`config.mk`:
```
export PLATFORM = sky130hd
export DESIGN_NAME = pe_seq_ctrl
export DESIGN_NICKNAME = d
export VERILOG_FILES = /design/src/rtl/pe_seq_ctrl.sv
export SDC_FILE = /design/constraint.sdc
export NUM_CORES = 1
export LEC_CHECK = 0
export CAP_MARGIN = 20
export CORE_MARGIN = 3
export CORE_UTILIZATION = 50
export CTS_CLUSTER_DIAMETER = 120
export DETAILED_ROUTE_END_ITERATION = 10
export GPL_TIMING_DRIVEN = 1
export HOLD_SLACK_MARGIN = 0.1
export PLACE_DENSITY = 0.86
export SYNTH_ARGS = -nofsm -noshare
export SYNTH_HDL_FRONTEND = slang
export SYNTH_SLANG_ARGS = --single-unit
export TNS_END_PERCENT = 5
```
`constraint.sdc`:
```
create_clock -name clk -period 4.1 [get_ports clk]
set_clock_uncertainty 0.2 [all_clocks]
set_input_delay 0.82 -clock clk [delete_from_list [all_inputs] [get_ports clk]]
set_output_delay 0.82 -clock clk [all_outputs]
set_load 0.05 [all_outputs]
```
`src/rtl/pe_seq_ctrl.sv`:
```
// pe_seq_ctrl: programmable read/write sequencer for the single-PE BRAM datapath.
// Streams len words from port A, delays the read strobe by LAT cycles and
// issues the matching writes on port B.
// Optional build macro: PE_SEQ_ABORT_EN adds an abort input that stops reads early.
module pe_seq_ctrl #(
  parameter int unsigned LEN_W = 16,
  parameter int unsigned LAT   = 3
) (
  input  logic             clk,
  input  logic             rst_n,
  input  logic             start,
  input  logic [LEN_W-1:0] len,
  input  logic [31:0]      base_a,
  input  logic [31:0]      base_b,
`ifdef PE_SEQ_ABORT_EN
  input  logic             abort,
`endif
  output logic             ready,
  output logic             busy,
  output logic             done,
  output logic             ena,
  output logic [31:0]      addra,
  output logic             enb,
  output logic [3:0]       web,
  output logic [31:0]      addrb
);

  typedef enum logic [1:0] {S_IDLE, S_RUN, S_DRAIN, S_DONE} state_t;

  localparam logic [LEN_W-1:0] CNT_ONE = LEN_W'(1);

  state_t           state;
  logic             start_q;
  logic [LAT-1:0]   dly;
  logic [LEN_W-1:0] rd_cnt;
  logic [LEN_W-1:0] wr_cnt;
  logic [LEN_W-1:0] wr_tgt;
  logic             abort_i;

`ifdef PE_SEQ_ABORT_EN
  assign abort_i = abort;
`else
  assign abort_i = 1'b0;
`endif

  // Write strobe is the read strobe delayed LAT cycles; web follows it.
  assign enb = dly[LAT-1];
  assign web = {4{enb}};

  // Sequencer FSM, read/write counters, address generators and strobe delay line.
  always_ff @(posedge clk) begin
    if (!rst_n) begin
      state   <= S_IDLE;
      ready   <= 1'b1;
      busy    <= 1'b0;
      done    <= 1'b0;
      ena     <= 1'b0;
      addra   <= '0;
      addrb   <= '0;
      start_q <= 1'b0;
      dly     <= '0;
      rd_cnt  <= '0;
      wr_cnt  <= '0;
      wr_tgt  <= '0;
    end else begin
      start_q <= start;
      dly[0]  <= ena;
      for (int unsigned i = 1; i < LAT; i++) dly[i] <= dly[i-1];
      done <= 1'b0;

      // addrb always holds the address of the write currently on the port.
      if (enb) begin
        addrb  <= addrb + 32'd4;
        wr_cnt <= wr_cnt + CNT_ONE;
      end

      case (state)
        S_IDLE: begin
          if (start && !start_q) begin
            addrb  <= base_b;
            wr_cnt <= '0;
            wr_tgt <= len;
            ready  <= 1'b0;
            if (len == '0) begin
              state <= S_DONE;
              done  <= 1'b1;
            end else begin
              state  <= S_RUN;
              busy   <= 1'b1;
              ena    <= 1'b1;
              addra  <= base_a;
              rd_cnt <= CNT_ONE;
            end
          end
        end
        S_RUN: begin
          // On abort the write target shrinks to the reads already issued.
          if (rd_cnt == wr_tgt || abort_i) begin
            ena   <= 1'b0;
            state <= S_DRAIN;
            if (abort_i) wr_tgt <= rd_cnt;
          end else begin
            addra  <= addra + 32'd4;
            rd_cnt <= rd_cnt + CNT_ONE;
          end
        end
        S_DRAIN: begin
          if (enb && wr_cnt == wr_tgt - CNT_ONE) begin
            state <= S_DONE;
            done  <= 1'b1;
            busy  <= 1'b0;
          end
        end
        S_DONE: begin
          state <= S_IDLE;
          ready <= 1'b1;
        end
        default: state <= S_IDLE;
      endcase
    end
  end

endmodule
```
==> parameters.txt <==
Parameter                              Value

Status
  Outcome    completed

STA
  Worst-margin pin slew    0.8553 ns
  Min Tclk post-route    3.273 ns
  Highest clock rate    0.3056 GHz
  Total count of max-transition violations in the final report    0
  Setup ws final    0.8274 ns
  Relative slew slack    42.17%
  Final clock period utilization by the worst path    79.82%
  Final setup vio count    0
  Unrepaired setup endpoints after global routing    false
  Setup TNS    0 ns
  Count of endpoints failing hold in the final timing report    0

Setup path
  CP Data Arrival Time    3.42 ns
  Critical path launch point    wr_tgt[5]
  CP endpoint kind    register
  Start-to-end type of the worst setup path    register to register
  Highest fanout seen on the critical path    7
  Startpoint kind of the worst setup timing path    register
  Critical Path RT    4.25 ns
  Beginning of the worst register-to-register path    wr_tgt[5]

Hold path
  Worst hold path class    register to register
  Min-Delay Startpoint    dly[1]

Synthesis
  Post-synth top area share    36.38%
  Cell with the most instances after synthesis    dfxtp_1
  Post-synthesis instance total    860
  Fraction of registers with async set or reset after synthesis    0%
  Number of flops mapped to enable cells by yosys    0
  Mapped Area    0.006714 mm^2
  Post-Synthesis Mean Instance Area    7.807 um^2
  Count of yosys warnings during synthesis    0
  Seq cells post-synth    122
  Sequential element share of the synthesized area    36.38%
  Most numerous cell types in the synthesized netlist    dfxtp_1 (122), nand2_1 (104), nor2_1 (94)
  Most frequently used flop master after synthesis    dfxtp_1
  Count of distinct cell types in the synthesized netlist    60
  Area leader, netlist    dfxtp_1
  Synthesized net count    953
  Biggest area contributors in the synthesized netlist    dfxtp_1 (36%), nand2_1 (5.8%), xnor2_1 (5.7%), nor2_1 (5.3%), xor2_1 (5.2%)

Die
  Die Span X    121.9 um
  Rows    41
  Placeable core area    0.01288 mm^2
  Ports    156
  DIE HEIGHT    121.9 um
  Die area    0.01485 mm^2
  Initial standard-cell utilization of the core    52.14%

Routing
  DR iter-0 viols    598
  Drt via density    5.714
  DR WL/cell    16.14 um
  Vias    6708
  Final WL    18.95 mm
  Residual antenna-violating net count after detailed routing    0
  TritonRoute pass-1 iters    5
  DRC viols    0

Finish
  Register area    0.002442 mm^2
  Synthesis-to-layout area growth    33.73%
  Area of the multi-input gates    0.003966 mm^2
  Ant. Diodes    0
  Final-layout fill cell count    1027
  Proportion of layout cells with a drive suffix above 1    5.988%
  Post-route core utilization    69.73%
  Number of nets in the layout    1082
  Final Cell Area    0.008979 mm^2

Clock network
  Total number of clock tree sinks    122
  CTS tree    yes
  Clock-pin slew reported for the worst setup and hold paths after clock tree synthesis    0.05 ns
  CTS root buf    clkbuf_16
  Number of H-tree branching levels    4
  Max clock buf depth    2
  Skew-Pair Late Insertion Delay    0.41 ns
  Post-CTS Setup Inserts    0
  Number of buffers created by CTS    17
  CTS hold repair buffers    0
  Resize count post-CTS    0

Place
  Pre-CTS worst setup slack    0.4271 ns
  Input/output buffers    155
  Final weighted congestion in routability-driven placement    0.9267
  Cell area reported after detailed placement    0.008359 mm^2
  Detailed placer's ending HPWL    13.34 mm

Power and ir drop
  Power density over cell area    653.8 mW/mm^2
  Worst IR Drop VDD    0.0005228 V
  Leakage power summed over all cells    0.003166 uW

Flow run
  Max-Cap Viols    0

GRT
  Overall routing resource usage    25.58%
  Via count of the first global-routing pass    6274
  Pin count of the biggest net entering global routing    50
  Wire length of the first global-routing pass    30.70 mm
  Final global-route overflow total    0
  Antenna violations before repair    0
-- critical path: stages (launching register included) --
cell	delay, ns
dfxtp_1	0.43
or4_4	0.63
or3_1	0.38
a2111oi_2	0.36
o2111ai_1	0.17
or4_4	0.55
a221oi_4	0.30
mux2i_1	0.21
-- placed cells by master, fill, tap and decap left out, drive strengths merged, types with 17 or more instances in the layout --
cell,netlist,final
a211oi,29,29
a21oi,63,63
and3,18,18
buf,11,17
clkbuf,51,25
clkdlybuf4s50,0,155
dfxtp,122,122
inv,17,17
nand2,104,104
nand3,32,32
nand4,30,30
nor2,94,94
nor3,28,28
o21ai,35,35
xnor2,44,44
xor2,40,40
-- layer usage --
layer	track usage, %	vias up	share of wire [%]
met1	33.61	3133	44
li1	-	3305	-
met4	7.283	0	1.3
met3	6.685	22	7.0
met2	41.64	248	48
met5	0	-	0
-- registers in the layout, summed over array words and instances (netlist names) --
name,cells
wr_tgt,16
busy,1
rd_cnt,16
dly,3
state,2
addra,32
ready,1
done,1
ena,1
addrb,32
start_q,1
wr_cnt,16
-- cells by family after synthesis --
logic type,synth area share (%)
fa+ha+maj,1.864
flops,36.38
simple gates,27.28
buf+inv,4.771
compound gates,17.67
xor+xnor,11.29
mux,0.7455
-- metrics by stage --
step	hold slack, ns	total power [uW]	instances
after floorplan	0.2119	3484	860
after detailed placement	0.2203	4300	1141
after CTS	0.2331	5853	1173
after global routing	0.2621	6151	1174
after global placement	0.2138	4269	1141
final	0.2293	5870	1174
-- path summary, 6_finish.rpt --
path              end  slack [ns]  depth (start not counted)
max          state[1]        0.83                          7
min reg2reg    dly[2]        0.23                          1
min            dly[2]        0.23                          1
max reg2reg  state[1]        0.83                          7
-- area by class of cell --
| cell class | instances | area share, % |
|---|---|---|
| Tap cell | 172 | 2.397 |
| Clock buffer | 25 | 5.518 |
| Clock inverter | 7 | 1.254 |
| Multi-Input combinational cell | 659 | 44.17 |
| Timing Repair Buffer | 172 | 18.74 |
| Inverter | 17 | 0.7107 |
| Sequential cell | 122 | 27.20 |
-- power by group --
part | switching, uW | total [uW] | leakage, uW | internal, uW
Combinational | 1660 | 2590 | 0.00187 | 932
Clock | 520 | 1540 | 0.000297 | 1020
Sequential | 312 | 1740 | 0.000999 | 1430
No activity file was read; power rests on OpenSTA's default activity.
